$ cat src/rtl/seg7_pkg.sv
// Shared 7-segment definitions: active-low a..g pattern table and capture FSM states.
// The hex->7-segment driver uses the same table, so encode and decode cannot drift apart.
package seg7_pkg;

    // seg[0] = a ... seg[6] = g, active-low
    typedef logic [0:6] seg_t;

    localparam seg_t SEG_BLANK = 7'b1111111;

    localparam seg_t SEG_PAT [0:15] = '{
        7'b0000001, 7'b1001111, 7'b0010010, 7'b0000110,
        7'b1001100, 7'b0100100, 7'b0100000, 7'b0001111,
        7'b0000000, 7'b0000100, 7'b0001000, 7'b1100000,
        7'b0110001, 7'b1000010, 7'b0110000, 7'b0111000
    };

    typedef enum logic [1:0] {
        StIdle,
        StTrack,
        StHold
    } cap_state_e;

endpackage

$ cat src/rtl/seg7_hex_capture_if.sv
// Display bus plus recovered-value outputs of the 7-segment capture block.
interface seg7_hex_capture_if #(
    parameter int unsigned DIGITS = 4
);
    logic [0:6]          seg_n;
    logic [DIGITS-1:0]   dig_en_n;
    logic                clear;
    logic [4*DIGITS-1:0] value;
    logic [DIGITS-1:0]   digit_ok;
    logic                frame_valid;
    logic                err;

    modport master (
        output seg_n, dig_en_n, clear,
        input  value, digit_ok, frame_valid, err
    );

    modport slave (
        input  seg_n, dig_en_n, clear,
        output value, digit_ok, frame_valid, err
    );
endinterface

$ cat src/rtl/seg7_pattern_to_hex.sv
// Combinational inverse of the hex->7-segment table: pattern to nibble, legality and blank flags.
module seg7_pattern_to_hex
    import seg7_pkg::*;
(
    input  seg_t       seg_n,
    output logic [3:0] nibble,
    output logic       ok,
    output logic       blank
);
    always_comb begin
        nibble = 4'h0;
        ok     = 1'b0;
        for (int i = 0; i < 16; i++) begin
            if (seg_n == SEG_PAT[i]) begin
                nibble = 4'(i);
                ok     = 1'b1;
            end
        end
        blank = (seg_n == SEG_BLANK);
    end
endmodule

$ cat src/rtl/seg7_hex_capture.sv
// Recovers hex digits from a multiplexed active-low 7-segment bus and publishes
// a complete DIGITS-wide value once every digit has been seen stable.
module seg7_hex_capture
    import seg7_pkg::*;
#(
    parameter int unsigned DIGITS        = 4,
    parameter int unsigned STABLE_CYCLES = 4
) (
    input logic                clk,
    input logic                rst_n,
    seg7_hex_capture_if.slave  bus
);
    localparam int unsigned IdxW = (DIGITS > 1) ? $clog2(DIGITS) : 1;
    localparam int unsigned CntW = $clog2(STABLE_CYCLES + 1);

    seg_t              seg_q, prev_seg_q;
    logic [DIGITS-1:0] en_q, prev_en_q;
    cap_state_e        state_q, state_d;
    logic [CntW-1:0]   cnt_q, cnt_d;
    logic [DIGITS-1:0] mask_q, mask_d;
    logic [4*DIGITS-1:0] shadow_q, shadow_d;
    logic [DIGITS-1:0] shadow_ok_q, shadow_ok_d;
    logic [4*DIGITS-1:0] value_q;
    logic [DIGITS-1:0] digit_ok_q;
    logic              frame_valid_q, err_q;

    logic [IdxW-1:0]   idx;
    int unsigned       n_low;
    logic              valid, same, capture, commit;
    logic [3:0]        nibble;
    logic              pat_ok, pat_blank;

    seg7_pattern_to_hex u_decode (
        .seg_n  (seg_q),
        .nibble (nibble),
        .ok     (pat_ok),
        .blank  (pat_blank)
    );

    always_comb begin
        n_low = 0;
        idx   = '0;
        for (int i = 0; i < int'(DIGITS); i++) begin
            if (!en_q[i]) begin
                n_low = n_low + 1;
                idx   = IdxW'(i);
            end
        end
        valid = (n_low == 1);
        same  = (seg_q == prev_seg_q) && (en_q == prev_en_q);
    end

    // Stability tracker: capture fires once, on the STABLE_CYCLES-th identical sample.
    always_comb begin
        state_d = state_q;
        cnt_d   = cnt_q;
        capture = 1'b0;
        if (bus.clear || !valid) begin
            state_d = StIdle;
            cnt_d   = '0;
        end else begin
            unique case (state_q)
                StIdle: begin
                    state_d = StTrack;
                    cnt_d   = CntW'(1);
                end
                StTrack: begin
                    if (!same) begin
                        cnt_d = CntW'(1);
                    end else if (cnt_q == CntW'(STABLE_CYCLES - 1)) begin
                        state_d = StHold;
                        cnt_d   = CntW'(STABLE_CYCLES);
                        capture = 1'b1;
                    end else begin
                        cnt_d = cnt_q + CntW'(1);
                    end
                end
                StHold: begin
                    if (!same) begin
                        state_d = StTrack;
                        cnt_d   = CntW'(1);
                    end
                end
                default: state_d = StIdle;
            endcase
        end
    end

    // Commit reads the old shadow; a same-cycle capture lands in the freshly cleared mask.
    always_comb begin
        commit      = (&mask_q) && !bus.clear;
        mask_d      = commit ? '0 : mask_q;
        shadow_d    = shadow_q;
        shadow_ok_d = shadow_ok_q;
        for (int i = 0; i < int'(DIGITS); i++) begin
            if (capture && (idx == IdxW'(i))) begin
                mask_d[i]          = 1'b1;
                shadow_d[4*i +: 4] = nibble;
                shadow_ok_d[i]     = pat_ok;
            end
        end
        if (bus.clear) mask_d = '0;
    end

    always_ff @(posedge clk or negedge rst_n) begin
        if (!rst_n) begin
            seg_q         <= SEG_BLANK;
            prev_seg_q    <= SEG_BLANK;
            en_q          <= '1;
            prev_en_q     <= '1;
            state_q       <= StIdle;
            cnt_q         <= '0;
            mask_q        <= '0;
            shadow_q      <= '0;
            shadow_ok_q   <= '0;
            value_q       <= '0;
            digit_ok_q    <= '0;
            frame_valid_q <= 1'b0;
            err_q         <= 1'b0;
        end else begin
            seg_q         <= bus.seg_n;
            en_q          <= bus.dig_en_n;
            prev_seg_q    <= seg_q;
            prev_en_q     <= en_q;
            state_q       <= state_d;
            cnt_q         <= cnt_d;
            mask_q        <= mask_d;
            shadow_q      <= shadow_d;
            shadow_ok_q   <= shadow_ok_d;
            frame_valid_q <= commit;
            err_q         <= capture && !pat_ok && !pat_blank;
            if (commit) begin
                value_q    <= shadow_q;
                digit_ok_q <= shadow_ok_q;
            end
        end
    end

    assign bus.value       = value_q;
    assign bus.digit_ok    = digit_ok_q;
    assign bus.frame_valid = frame_valid_q;
    assign bus.err         = err_q;
endmodule

$ cat src/flat_wrapper.sv
// flat-port wrapper written by rule: the top's interface ports become plain ports
module seg7_hex_capture_flat import seg7_pkg::*;
#(
    parameter int unsigned DIGITS        = 4,
    parameter int unsigned STABLE_CYCLES = 4
)
  (clk, rst_n, bus_seg_n, bus_dig_en_n, bus_clear, bus_value, bus_digit_ok, bus_frame_valid, bus_err);
  seg7_hex_capture_if #(.DIGITS(DIGITS)) bus_i ();
  input logic clk;
  input logic rst_n;
  input wire logic [$bits(bus_i.seg_n)-1:0] bus_seg_n;
  input wire logic [$bits(bus_i.dig_en_n)-1:0] bus_dig_en_n;
  input wire logic [$bits(bus_i.clear)-1:0] bus_clear;
  output wire logic [$bits(bus_i.value)-1:0] bus_value;
  output wire logic [$bits(bus_i.digit_ok)-1:0] bus_digit_ok;
  output wire logic [$bits(bus_i.frame_valid)-1:0] bus_frame_valid;
  output wire logic [$bits(bus_i.err)-1:0] bus_err;
  assign bus_i.seg_n = bus_seg_n;
  assign bus_i.dig_en_n = bus_dig_en_n;
  assign bus_i.clear = bus_clear;
  assign bus_value = bus_i.value;
  assign bus_digit_ok = bus_i.digit_ok;
  assign bus_frame_valid = bus_i.frame_valid;
  assign bus_err = bus_i.err;
  seg7_hex_capture #(.DIGITS(DIGITS), .STABLE_CYCLES(STABLE_CYCLES)) u_core (.clk(clk), .rst_n(rst_n), .bus(bus_i));
endmodule
$ cat config.mk
export PLATFORM = sky130hd
export DESIGN_NAME = seg7_hex_capture_flat
export DESIGN_NICKNAME = d
export VERILOG_FILES = /design/src/rtl/seg7_pkg.sv /design/src/rtl/seg7_hex_capture_if.sv /design/src/rtl/seg7_pattern_to_hex.sv /design/src/rtl/seg7_hex_capture.sv /design/src/flat_wrapper.sv
export SDC_FILE = /design/constraint.sdc
export NUM_CORES = 1
export LEC_CHECK = 0
export ABC_AREA = 1
export CAP_MARGIN = 0
export CORE_MARGIN = 2
export CORE_UTILIZATION = 24
export CTS_CLUSTER_DIAMETER = 150
export DETAILED_ROUTE_END_ITERATION = 10
export DONT_BUFFER_PORTS = 1
export PLACE_DENSITY = 0.39
export SYNTH_ARGS = -nofsm -noshare
export SYNTH_HDL_FRONTEND = slang
export SYNTH_SLANG_ARGS = --single-unit
export TNS_END_PERCENT = 100
$ cat constraint.sdc
create_clock -name clk -period 3.09 [get_ports clk]
set_input_delay 0.618 -clock clk [delete_from_list [all_inputs] [get_ports clk]]
set_output_delay 0.618 -clock clk [all_outputs]
set_load 0.05 [all_outputs]
# Word-level counts from Yosys, hierarchy flattened
# Cells that the tools add are included.
[op_classes]
n_addsub = 4
eq_ne = 28
n_mux = 58
reduce_logical = 24
[op_table]
columns = ["op", "count"]
rows = [
  ["2-to-1 mux 32 bit", 3],
  ["adder 32 x 1 -> 32 bit, second input constant", 2],
  ["2-to-1 mux 4 bit", 16],
  ["equality test 7 x 6 -> 1 bit, second input constant", 5],
  ["equality test 7 bit, second input constant", 5],
  ["equality test 32 x 1 -> 1 bit, second input constant", 1],
  ["2-to-1 mux 1 bit", 27],
  ["equality test 7 x 3 -> 1 bit, second input constant", 2],
  ["equality test 7 x 4 -> 1 bit, second input constant", 2],
  ["2-to-1 mux 2 bit", 6],
  ["2-to-1 mux 3 bit", 4],
  ["nonzero test 3 bit", 4],
  ["one-hot mux 3 bit (3 select lines)", 1],
  ["logical AND 1 bit", 8],
  ["equality test 7 x 1 -> 1 bit, second input constant", 1],
  ["equality test 7 x 5 -> 1 bit, second input constant", 1],
  ["equality test 7 bit", 1],
  ["logical NOT 7 bit", 1],
  ["equality test 2 bit, second input constant", 3],
  ["inequality test 3 x 1 -> 1 bit, second input constant", 2],
  ["one-hot mux 2 bit (3 select lines)", 1],
  ["equality test 2 x 1 -> 1 bit, second input constant", 2],
  ["equality test 4 bit", 1],
  ["logical NOT 1 bit", 4],
  ["other kinds (10)", 11],
]
[word_totals]
reg_bits = 73
in_bits = 14
output_inout_bits = 22
word_cells = 136

# Logic depth before layout (Yosys ltp)
[logic_depth]
depth_word = 20
depth_mapped = 17
mapped_depth_nobuf = 17

# Cells and area by module
# A second synthesis with hierarchy kept.
[unflattened]
cells_unflattened = 386
area_unflattened_um2 = 3380.7
[by_module_without_submodules]
columns = ["mod", "instances", "cells_each", "area_per_inst_um2", "seq_area_each_um2"]
rows = [
  ["seg7_hex_capture", 1, 320, 3049.2, 1854.3],
  ["seg7_pattern_to_hex", 1, 66, 331.6, 0.0],
]

# Worst setup path before layout
# Ideal clock, no wire load.
[synth_timing]
kind = "reg2reg"
startpoint = "register u_core.en_q[1]"
endpoint = "register u_core.shadow_q[14]"
setup_time_ns = 0.117
t_arrival_ns = 2.113
t_required_ns = 2.973
setup_slack_ns = 0.860
path_stages_with_launch = 16
path_buffers = 0
period_less_slack_ns = 2.230
cell_sequence = "dfstp_2 -> inv_1 -> ha_1 -> inv_1 -> nand2_1 -> nand2_1 -> inv_2 -> ha_1 -> inv_1 -> nand3_1 -> nand2_1 -> nand3_4 -> inv_6 -> nand3_2 -> nand2_1 -> nand2_1"
[synth_between]
elab_chain_len = 10
elab_cells_between_ends = 18
cone_classes = "add/sub (2); eq/ne (3); mux (9); reduce/logical (4)"
[synth_rtl]
columns = ["item", "line_no", "source"]
rows = [
  ["start, declared", "seg7_hex_capture.sv:17", "logic [DIGITS-1:0] en_q, prev_en_q;"],
  ["start signal, assigned", "seg7_hex_capture.sv:122", "en_q <= bus.dig_en_n;"],
  ["2-to-1 mux 32 bit", "seg7_hex_capture.sv:44", "if (!en_q[i]) begin"],
  ["adder 32 x 1 -> 32 bit", "seg7_hex_capture.sv:45", "n_low = n_low + 1;"],
  ["2-to-1 mux 32 bit", "seg7_hex_capture.sv:44", ""],
  ["adder 32 x 1 -> 32 bit", "seg7_hex_capture.sv:45", ""],
  ["2-to-1 mux 32 bit", "seg7_hex_capture.sv:44", ""],
  ["equality test 32 x 1 -> 1 bit", "seg7_hex_capture.sv:49", "valid = (n_low == 1);"],
  ["logical NOT 1 bit", "seg7_hex_capture.sv:58", "if (bus.clear || !valid) begin"],
  ["logical OR 1 bit", "seg7_hex_capture.sv:58", ""],
  ["2-to-1 mux 1 bit", "seg7_hex_capture.sv:58", ""],
  ["logical AND 1 bit (*)", "seg7_hex_capture.sv:96", "if (capture && (idx == IdxW'(i))) begin"],
  ["end signal, assigned", "seg7_hex_capture.sv:128", "shadow_q <= shadow_d;"],
  ["end, declared", "seg7_hex_capture.sv:21", "logic [4*DIGITS-1:0] shadow_q, shadow_d;"],
]
# Every way passes the cells marked *; elsewhere a longest branch is shown, timed or not.
# A chain may end at the register's enable or synchronous reset.

# Final worst setup path
[layout_timing]
startpoint = "register u_core.en_q[1]"
endpoint = "register u_core.shadow_q[8]"
# Same word-level chain as after synthesis.

==> impl_metrics.yaml <==
run_status:
  status: "finished clean"
grt:
  grt_max_degree: 52
  antenna_found_initial: 0
  grt_pass1_vias: 2513
  grtUsageTotal_pct: 11.3
  grt_pass1_wl_um: 13000
  grt-ovfl-total: 0
setup_path:
  cp_slowest_cell: "dfstp_2"
  r2r_end: "u_core.shadow_q[8]"
  reg2reg_slack_ps: 600
  cp-end-kind: "flip-flop"
  path_cells: "inv_1, ha_1, inv_1, nand2_1, nand2_1, inv_2, ha_1, inv_1, nand3_1, nand2_1, nand3_4, inv_6, nand3_2, nand2_1, nand2_1"
  cp-start-kind: "flip-flop"
  critPathKind: "reg -> reg"
  worstRegToRegCells: 15
  cp_data_required_time_ps: 3320
  critPathMaxFanout: 8
  timing.rr.start: "u_core.en_q[1]"
  crit_path_start: "u_core.en_q[1]"
  cp.arrival_ps: 2720
  cpPeakStageDelay_ps: 570
  path_common_cell: "nand2_1"
clock_tree:
  cts_setup_buffers: 0
  postCtsHoldBufs: 1
  htree_num_levels: 3
  cts_made_buffers: 9
  clk_latency_ps: 340
  cts_tree: "yes"
  clock_sinks: 73
  clkTransAtPathRegs_ps: 60
  root_buffer: "clkbuf_16"
  post_cts_resize_count: 0
  cts_buffer_depth: 2
die:
  die_x_um: 123
  rows: 43
  floorplan.initialDensity_pct: 24.6
  core_area_um2: 13900
  die_h_um: 123
  die_area_um2: 15200
  ios: 36
placement:
  hpwl_um: 5320
  dp.cells: 593
  port_buffers: 0
  place_congestion: 0.835
sta:
  slew_headroom_pct: 59.1
  fmax_mhz: 402
  hold_viol: 0
  fin_worst_skew_ps: 8.23
  worst_pin_slew_ps: 613
  post-route-period-util_pct: 80.6
  rsz0062_at_grt: "false"
  final_max_slew_viol_count: 0
  min_period_ps: 2490
  finalSetupViolations: 0
  whs_ps: 131
  fin_tns_setup_ps: 0
layout:
  fin_cells: 610
  synthToLayoutAreaGrowth_pct: 16.4
  n_antenna_cell: 0
  drive_gt1_share_pct: 15.1
  final_core_util_pct: 28.6
  final_common_cell: "nand2_1"
  mostFrequentLayoutCells: "nand2_1, dfrtp_1, inv_1"
  nNetsFinal: 444
power:
  power_density_nw_per_um2: 569
  irDropWorstVdd_mv: 0.227
  leakagePower_nw: 2.11
routing:
  vias: 2506
  drtIter0Drc: 140
  wl_per_cell_um: 12.3
  drc_errors: 0
  routed_wl_um: 7500
  drtPass1Iterations: 4
  drt-vias-per-instance: 4.11
  antenna_left: 0
synth:
  synth.largest_area_cell: "dfrtp_1"
  yosys_warnings: 0
  avgSynthCellArea_um2: 8.19
  ys_seq_elements: 73
  synthTopCellsByArea: "dfrtp_1, nand2_1, dfstp_2"
  netlist_area_um2: 3420
  synthDistinctLibCells: 27
  yosys.area.top_type_share_pct: 37.4
  syn_inst: 417
  ys_seq_area_share_pct: 54.3
  synth_nets: 436
worst_hold_path:
  hp-class: "in -> async"
run:
  maxCapViolCount: 0
kinds of logic after synthesis:
| kind of cell | Yosys count | synth area share (%) |
|---|---|---|
| AO/OA/AOI/OAI | 11 | 2.09 |
| XOR/XNOR | 4 | 1.03 |
| adder cells (fa/ha/maj) | 5 | 1.83 |
| buffers and inverters | 52 | 6.08 |
| flip-flops | 73 | 54.3 |
| AND/OR/NAND/NOR | 272 | 34.7 |
registers in the layout, indices dropped and copies added (netlist names):
register and flops:
u_core.bus.value 16, u_core.shadow_q 16, u_core.prev_seg_q 7, u_core.seg_q 7
u_core.bus.digit_ok 4, u_core.en_q 4, u_core.mask_q 4, u_core.prev_en_q 4
u_core.shadow_ok_q 4, u_core.cnt_q 3, u_core.state_q 2, u_core.bus.err 1
u_core.bus.frame_valid 1
critical path, delay by kind of cell, from the launching register on:
family        cells  cell delay [ps]
fa+ha+maj         2              580
buf+inv           5              380
flops             1              570
simple gates      8              860
per-stage QoR:
stage	setup slack, ps	cell area (µm²)	power, mW
after global placement	591	3620	1.11
after floorplan	860	3420	1.09
after global routing	322	3980	2.37
final	600	3980	2.26
after detailed placement	566	3620	1.11
after CTS	549	3980	2.31
worst max path at each step:
| stage | end | cells after the start | slack (ps) |
|---|---|---|---|
| finish | u_core.shadow_q[8] | 15 | 600 |
| global route | u_core.shadow_q[5] | 15 | 320 |
| CTS | u_core.bus.err | 14 | 550 |
| global placement | u_core.bus.err | 14 | 590 |
| floorplan | u_core.shadow_q[14] | 15 | 860 |
| detailed placement | u_core.bus.err | 14 | 570 |
area by class of cell:
class / instances / area [µm²]
inverters: 47 / 181
well taps: 180 / 225
repair buffers: 2 / 35.0
fillers: 1510 / 9900
clock buffers: 10 / 239
clock inverters: 6 / 87.6
flip-flops and latches: 73 / 1850
multi-input cells: 292 / 1350
layer usage:
metal | track usage [%] | part of all wire (%) | up-vias
li1 | - | - | 1294
met1 | 15.7 | 50 | 1156
met2 | 16.5 | 44 | 47
met3 | 3.55 | 4.8 | 9
met4 | 3.62 | 1.4 | 0
met5 | 0 | 0 | -
Yosys cell counts, drive strengths merged:
cell type,count
a21oi,4
buf,1
clkbuf,4
dfrtp,51
dfstp,22
ha,5
inv,47
nand2,199
nand3,20
nand3b,1
nand4,7
nor2,38
nor3,6
nor4,1
o2111ai,1
o211ai,1
o21a,4
o21ai,1
xnor2,4
power by group:
part	internal [mW]	switching, mW
Clock	0.732	0.418
Sequential	0.986	0.0196
Combinational	0.0339	0.0740
Total	1.75	0.512
Power figures use the tool's default switching activity.
